--- src/rtl/quad_decoder.sv ---
// Quadrature encoder front end: two-flop synchroniser, stability filter and
// x4 decoder driving a wrapping position counter with step/dir/err flags.
module quad_decoder #(
   parameter int WIDTH  = 16,
   parameter int FILTER = 4
) (
   input  logic             clk,
   input  logic             rstb,
   input  logic             enc_a,
   input  logic             enc_b,
   input  logic             clear,
   input  logic             err_clear,
   output logic [WIDTH-1:0] count,
   output logic             dir,
   output logic             step,
   output logic             err
);
   localparam logic [7:0]       FILT_LAST = 8'(FILTER - 1);
   localparam logic [WIDTH-1:0] ONE       = WIDTH'(1);

   logic [1:0]       sync1_reg;
   logic [1:0]       s_reg;
   logic [1:0]       s_last_reg;
   logic [1:0]       f_reg;
   logic [1:0]       p_reg;
   logic [7:0]       filt_cnt_reg;
   logic [7:0]       filt_base;
   logic [WIDTH-1:0] count_reg;
   logic             dir_reg;
   logic             step_reg;
   logic             err_reg;
   logic             dec_en;
   logic             is_fwd;
   logic             is_rev;
   logic             is_bad;

   // A new synchronised value that differs from the one being qualified
   // starts its stability count from scratch.
   assign filt_base = (s_reg != s_last_reg) ? 8'd0 : filt_cnt_reg;

   // Forward successor of {a,b} in the Gray cycle 00->10->11->01 is {~b,a}.
   assign dec_en = (f_reg != p_reg);
   assign is_fwd = dec_en && (f_reg == {~p_reg[0], p_reg[1]});
   assign is_rev = dec_en && (p_reg == {~f_reg[0], f_reg[1]});
   assign is_bad = dec_en && !is_fwd && !is_rev;

   always_ff @(posedge clk or negedge rstb) begin
      if (!rstb) begin
         sync1_reg    <= 2'b00;
         s_reg        <= 2'b00;
         s_last_reg   <= 2'b00;
         f_reg        <= 2'b00;
         p_reg        <= 2'b00;
         filt_cnt_reg <= 8'd0;
         count_reg    <= '0;
         dir_reg      <= 1'b0;
         step_reg     <= 1'b0;
         err_reg      <= 1'b0;
      end else begin
         sync1_reg  <= {enc_a, enc_b};
         s_reg      <= sync1_reg;
         s_last_reg <= s_reg;

         if (s_reg == f_reg) begin
            filt_cnt_reg <= 8'd0;
         end else if (filt_base == FILT_LAST) begin
            f_reg        <= s_reg;
            filt_cnt_reg <= 8'd0;
         end else begin
            filt_cnt_reg <= filt_base + 8'd1;
         end

         p_reg    <= f_reg;
         step_reg <= is_fwd || is_rev;

         if (clear) begin
            count_reg <= '0;
         end else if (is_fwd) begin
            count_reg <= count_reg + ONE;
         end else if (is_rev) begin
            count_reg <= count_reg - ONE;
         end

         if (is_fwd) begin
            dir_reg <= 1'b1;
         end else if (is_rev) begin
            dir_reg <= 1'b0;
         end

         // An illegal decode on the same edge outranks err_clear.
         if (is_bad) begin
            err_reg <= 1'b1;
         end else if (err_clear) begin
            err_reg <= 1'b0;
         end
      end
   end

   assign count = count_reg;
   assign dir   = dir_reg;
   assign step  = step_reg;
   assign err   = err_reg;
endmodule

--- config.mk ---
export PLATFORM = sky130hd
export DESIGN_NAME = quad_decoder
export DESIGN_NICKNAME = d
export VERILOG_FILES = /design/src/rtl/quad_decoder.sv
export SDC_FILE = /design/constraint.sdc
export NUM_CORES = 1
export LEC_CHECK = 0
export BUFFER_PORTS_ARGS = -buffer_cell sky130_fd_sc_hd__buf_2
export CAP_MARGIN = 20
export CORE_AREA = 2 2 62 69
export CTS_BUF_LIST = sky130_fd_sc_hd__clkbuf_4 sky130_fd_sc_hd__clkbuf_8
export DETAILED_ROUTE_END_ITERATION = 7
export DIE_AREA = 0 0 64 71
export MAX_ROUTING_LAYER = met4
export PLACE_DENSITY = 0.83
export SLEW_MARGIN = 20
export SYNTH_ARGS = -nofsm -noshare
export SYNTH_HDL_FRONTEND = slang
export SYNTH_SLANG_ARGS = --single-unit
--- constraint.sdc ---
create_clock -name clk -period 3.22 [get_ports clk]
set_input_delay 0.161 -clock clk [delete_from_list [all_inputs] [get_ports clk]]
set_output_delay 0.161 -clock clk [all_outputs]
set_load 0.01 [all_outputs]
Yosys cells after proc, flatten, opt, wreduce, memory -nomap -nowiden
Cells that the tools add are included.
{"block": "word_totals", "regBits": 37, "in_bits": 6, "word_cells": 43}
{"block": "op_classes", "addsub": 3, "eq_ne": 6, "mux": 10, "bitwise": 3, "n_reduce_logical": 11}
{"operator": "$mux W16", "count": 3}
{"operator": "$mux W8", "count": 3}
{"operator": "$add A16 B1 Y16 const B", "count": 1}
{"operator": "$sub A16 B1 Y16 const B", "count": 1}
{"operator": "$add A8 B1 Y8 const B", "count": 1}
{"operator": "$eq A8 B2 Y1 const B", "count": 1}
{"operator": "$eq A2 B2 Y1", "count": 3}
{"operator": "$logic_and A1 B1 Y1", "count": 4}
{"operator": "$mux W1", "count": 4}
{"operator": "$ne A2 B2 Y1", "count": 2}
{"operator": "$reduce_bool A2 Y1", "count": 2}
{"operator": "$not A1 Y1", "count": 3}
{"operator": "$reduce_bool A3 Y1", "count": 1}
{"operator": "$logic_not A1 Y1", "count": 2}
{"operator": "$reduce_and A2 Y1", "count": 1}
{"operator": "$logic_or A1 B1 Y1", "count": 1}

Logic depth before layout (Yosys ltp)
{"block": "depth", "ltp_word": 7, "ltp_mapped": 10, "depth_no_buf": 9}

Worst setup path after synthesis
No wires, ideal clock.
{"block": "synth_path", "kind": "register to register", "from": "register f_reg[1]", "to": "register count_reg[14], in the netlist count[14]", "setup_ns": 0.126, "t_arrival_ns": 2.706, "t_required_ns": 3.094, "path_slack_ns": 0.388, "stages_incl_launch_ff": 10, "n_path_buf": 0, "synth_period_minus_slack_ns": 2.832, "path_cell_list": "dfrtp_1 -> xor2_1 -> nand2_1 -> fa_1 -> nand3_1 -> a21oi_2 -> o41a_1 -> a221oi_2 -> nor4_1 -> a311o_1"}
{"block": "synth_via", "elab_chain_cells": 4, "elab_cells_between_ends": 8}
{"element": "start, declared", "line_no": "24", "source": "logic [1:0] f_reg;"}
{"element": "start signal, assigned", "line_no": "67", "source": "f_reg <= s_reg;"}
{"element": "$ne A2 B2 Y1 / $eq A2 B2 Y1 (equally long branches)", "line_no": "42, 43"}
{"element": "$logic_and A1 B1 Y1", "line_no": "43", "source": "assign is_fwd = dec_en && (f_reg == {~p_reg[0], p_reg[1]});"}
{"element": "$mux W16", "line_no": "78", "source": "end else if (is_fwd) begin"}
{"element": "$mux W16", "line_no": "76", "source": "if (clear) begin"}
{"element": "end signal, assigned", "line_no": "79", "source": "count_reg <= count_reg + ONE;"}
{"element": "end signal, assigned", "line_no": "81", "source": "count_reg <= count_reg - ONE;"}
{"element": "end, declared", "line_no": "28", "source": "logic [WIDTH-1:0] count_reg;"}
Parallel ways exist; a longest one is shown, timed or not.
A chain may end at the register's enable or synchronous reset.

Worst setup path after layout
Same ends and word-level chain as after synthesis.

==> parameters.txt <==
Parameter                              Value

Logic synthesis
  Main combinational cell family by area after synthesis ... simple AND/OR/NAND/NOR gates
  Synth unique cells ... 47
  Average cell area after synthesis ... 9.877 um2
  Proportion of synthesized chip area in sequential cells ... 0.4148
  Post-synthesis register bit count ... 37
  Fraction of the mapped netlist area in compound gates ... 0.1547
  Post-synthesis share of cell area spent on full adders, half adders and majority gates ... 0.1043
  Number of enable flip-flop cells after synthesis ... 0
  Top post-synthesis cells by count ... sky130_fd_sc_hd__dfrtp_1 (37), sky130_fd_sc_hd__nand2_1 (26), sky130_fd_sc_hd__nor2_1 (19), sky130_fd_sc_hd__ha_1 (17), sky130_fd_sc_hd__a21oi_1 (14)
  Post-synthesis cell area ... 2232 um2
  Synth top area share ... 0.4148
  Library cell occupying the most area in the post-synthesis netlist ... sky130_fd_sc_hd__dfrtp_1
  Simple logic cell fraction of the synthesized area ... 0.1766
  Most frequently used cell type in the post-synthesis netlist ... sky130_fd_sc_hd__dfrtp_1
  Multiplexer share of the synthesized area ... 0.02410
  Ranking of synthesized cells by area ... sky130_fd_sc_hd__dfrtp_1 (41%), sky130_fd_sc_hd__ha_1 (9.5%), sky130_fd_sc_hd__nand2_1 (4.4%)
  Post-Synthesis Net Count ... 250
  Yosys warns ... 0
  Share of the synthesized netlist area taken by xor and xnor gates ... 0.1093
  Syn Inst Count ... 226
  Async set-or-reset flop fraction in the synthesized netlist ... 1.000
  Top flip-flop cell by instance count after synthesis ... sky130_fd_sc_hd__dfrtp_1

Routing
  Drt drc ... 0
  Number of antenna-violating nets in the routed design ... 0
  Number of iterations in the first detailed-routing pass ... 4
  Routed length per instance ... 14.77 um
  Number of vias per cell after detailed routing ... 5.858
  Detailed-route via count ... 1,810
  Number of DRC violations after detailed-routing iteration 0 ... 84
  Total length of routed wires ... 4563 um

Final layout
  Share of layout cells above drive strength 1 ... 0.1556
  Layout overhead on the synthesized area ... 14.18%
  Diodes inserted ... 0
  Post-route cell area ... 2549 um2
  Multi-input gate area ... 1270 um2
  Number of fill cells ... 317
  Flip-flop count of the largest register after layout ... 16
  Number of nets in the layout ... 280
  Utilization after layout ... 0.6579
  Area taken by flip-flops and latches ... 925.9 um2

CTS
  Clock tree from TritonCTS ... built
  Clock sinks ... 37
  Count of buffers added by post-CTS timing repair for setup ... 0
  CTS clock-pin slew for the worst setup and hold paths ... 80 ps
  Root buffer cell ... sky130_fd_sc_hd__clkbuf_8
  Maximum root-to-sink buffer count ... 2
  Number of CTS-inserted buffers ... 5
  Clock latency reported for the late side of the worst-skew pair ... 300 ps
  # H-tree levels ... 2
  Post-CTS Resized ... 0

Power
  Power share of the clock group ... 0.138
  Switching share of power ... 0.4681
  Net switching power figure ... 1.387 mW
  Areal power density over the cells ... 1163 nW/um2
  Maximum VDD drop ... 0.7055 mV
  Internal portion of total power ... 1.577 mW
  Static leakage ... 1.228 nW
  Register share of total power ... 0.221
  Total power after layout ... 2.964 mW
  Combinational share of power ... 0.641

Critical path
  Critical path, cell by cell ... xor2_1, nand2_1, buf_4, fa_1, nand3_1, a21oi_2, o41a_1, a221oi_2, nor4_1, a311o_1
  Critical path peak fanout ... 20
  Classification of the worst setup path ... flop to flop
  Crit path capture type ... flop
  Arrival time reported for the critical path endpoint ... 3050 ps
  Required time at the worst-slack endpoint ... 3400 ps
  Longest individual stage delay on the worst path ... 460 ps
  Launching element type of the critical path ... flop
  Slowest-stage cell, CP ... sky130_fd_sc_hd__dfrtp_1

STA
  Slew of the pin with the lowest slew margin ... 802.7 ps
  Slew Limit Fails ... 0
  Peak clock frequency supported by timing ... 349.1 MHz
  Post-route worst hold slack ... 62.71 ps
  RSZ-0062 raised after global routing ... false
  Max-slew headroom at the worst pin ... 0.4649
  Final-report hold violation count ... 0
  Count of final setup violators ... 0
  Shortest period the worst path allows ... 2865 ps
  Final period util ... 0.8896
  Final total negative setup slack ... 0 ps
  Clock Skew ... 9.084 ps

Place
  Final Wtd Congestion ... 0.9453
  Input/output buffers ... 24
  Half-perimeter wire length after placement ... 3200 um
  Total cell area at the placement stage ... 2404 um2

Die
  Std-Cell Rows ... 24
  Die ar. ... 4544 um2
  Effective utilization at floorplan ... 0.5762
  Die width ... 64 um
  Number of top-level design ports ... 25
  Core area ... 3874 um2
  Die boundary height ... 71 um

Global routing
  Via count of the first global-routing pass ... 1,728
  Wire length of the first global-routing pass ... 7824 um
  Total global routing overflow ... 0
  Antenna violations before repair ... 0
  Pin count of the biggest net entering global routing ... 38
  GRT Util Overall ... 0.2258

Min path
  Hold WC Path Type ... primary input to flop

Run
  Max-capacitance violation count ... 0

Run status
  Outcome ... finished, final reports clean
==> per-stage QoR <==
step                worst slack (ps)  cells
floorplan                      388.0    226
global placement               480.1    298
detailed placement             400.5    298
CTS                            387.4    309
global route                   179.1    309
finish                         355.5    309
==> worst max-delay path: cells and delay by family (launching register included) <==
kind                       cells  cell delay (ps)
xor gates and xnor gates       1              180
DFF                            1              460
buffers and inverters          1              210
and+or+nand+nor                3              300
AOI/OAI and AO/OA              4             1190
adders and majority gates      1              420
==> cell type report <==
cell class,instances,share of cell area
inverter,4,0.005891
multi-input combinational,180,0.4983
tap,52,0.02553
clock buffer,5,0.02700
timing repair buffer,28,0.06186
clock inverter,3,0.01816
sequential,37,0.3633
==> cells by family (layout without fill, tap and decap cells) <==
logic type               Yosys count  count (layout)
buffers and inverters              9              40
multiplexers                       5               5
AO/OA/AOI/OAI                     51              51
AND/OR/NAND/NOR                   82              82
XOR/XNOR                          24              24
flip-flops                        37              37
adder cells (fa/ha/maj)           18              18
==> layout by cell type, fill, tap and decap left out, types with 2 or more instances in the layout <==
cell / synthesis / final
sky130_fd_sc_hd__nand3_1: 12 / 12
sky130_fd_sc_hd__xor2_1: 11 / 11
sky130_fd_sc_hd__nor3_1: 2 / 2
sky130_fd_sc_hd__buf_2: 2 / 24
sky130_fd_sc_hd__nand4_1: 3 / 3
sky130_fd_sc_hd__dlygate4sd3_1: 0 / 3
sky130_fd_sc_hd__inv_1: 2 / 2
sky130_fd_sc_hd__nor2b_1: 2 / 2
sky130_fd_sc_hd__and3_1: 6 / 6
sky130_fd_sc_hd__xnor2_1: 10 / 10
sky130_fd_sc_hd__dfrtp_1: 37 / 37
sky130_fd_sc_hd__a21oi_2: 2 / 2
sky130_fd_sc_hd__nor2_1: 19 / 19
sky130_fd_sc_hd__a21o_1: 6 / 6
sky130_fd_sc_hd__and2_1: 3 / 3
sky130_fd_sc_hd__mux2_1: 3 / 3
sky130_fd_sc_hd__a31oi_1: 2 / 2
sky130_fd_sc_hd__o211ai_1: 2 / 2
sky130_fd_sc_hd__ha_1: 17 / 17
sky130_fd_sc_hd__or4_1: 3 / 3
sky130_fd_sc_hd__xnor2_2: 2 / 2
sky130_fd_sc_hd__o21ai_0: 5 / 5
sky130_fd_sc_hd__o21ai_1: 3 / 3
sky130_fd_sc_hd__a211oi_1: 5 / 5
sky130_fd_sc_hd__a21oi_1: 14 / 14
sky130_fd_sc_hd__clkbuf_8: 0 / 5
sky130_fd_sc_hd__nand2_1: 26 / 26
sky130_fd_sc_hd__mux2i_1: 2 / 2
sky130_fd_sc_hd__o31ai_1: 3 / 3
==> power by group through the flow <==
stage / clock network, mW / registers (mW) / logic [mW]
after floorplan: 0 / 0.685 / 1.43
after global placement: 0 / 0.661 / 1.81
after detailed placement: 0 / 0.664 / 1.85
after CTS: 0.422 / 0.655 / 1.88
after global routing: 0.441 / 0.668 / 2.09
final: 0.410 / 0.654 / 1.90
==> per-layer routing <==
layer	share of wire	routed length, um	track usage	vias up
li1	-	-	-	878
met1	0.46	2096	0.2872	860
met2	0.47	2130	0.3403	53
met3	0.042	191	0.05087	19
met4	0.032	144	0.1111	0
met5	0	0	-	-
==> final timing paths <==
kind	startpoint	endpoint	slack, ps	cells past startpoint
max	f_reg[1]	count[14]	360	10
min	err_clear	err	60	2
max reg2reg	f_reg[1]	count[14]	360	10
min reg2reg	sync1_reg[1]	s_reg[1]	350	0
max in group asynchronous	rstb	err	2220	2
min in group asynchronous	rstb	count[11]	490	2
==> repair_timing <==
item                                    in CTS  in global routing
hold endpoints to repair                    39                  0
endpoints found under the setup margin       0                  0
hold buffers                                 3                  0
Power figures use the tool's default switching activity.
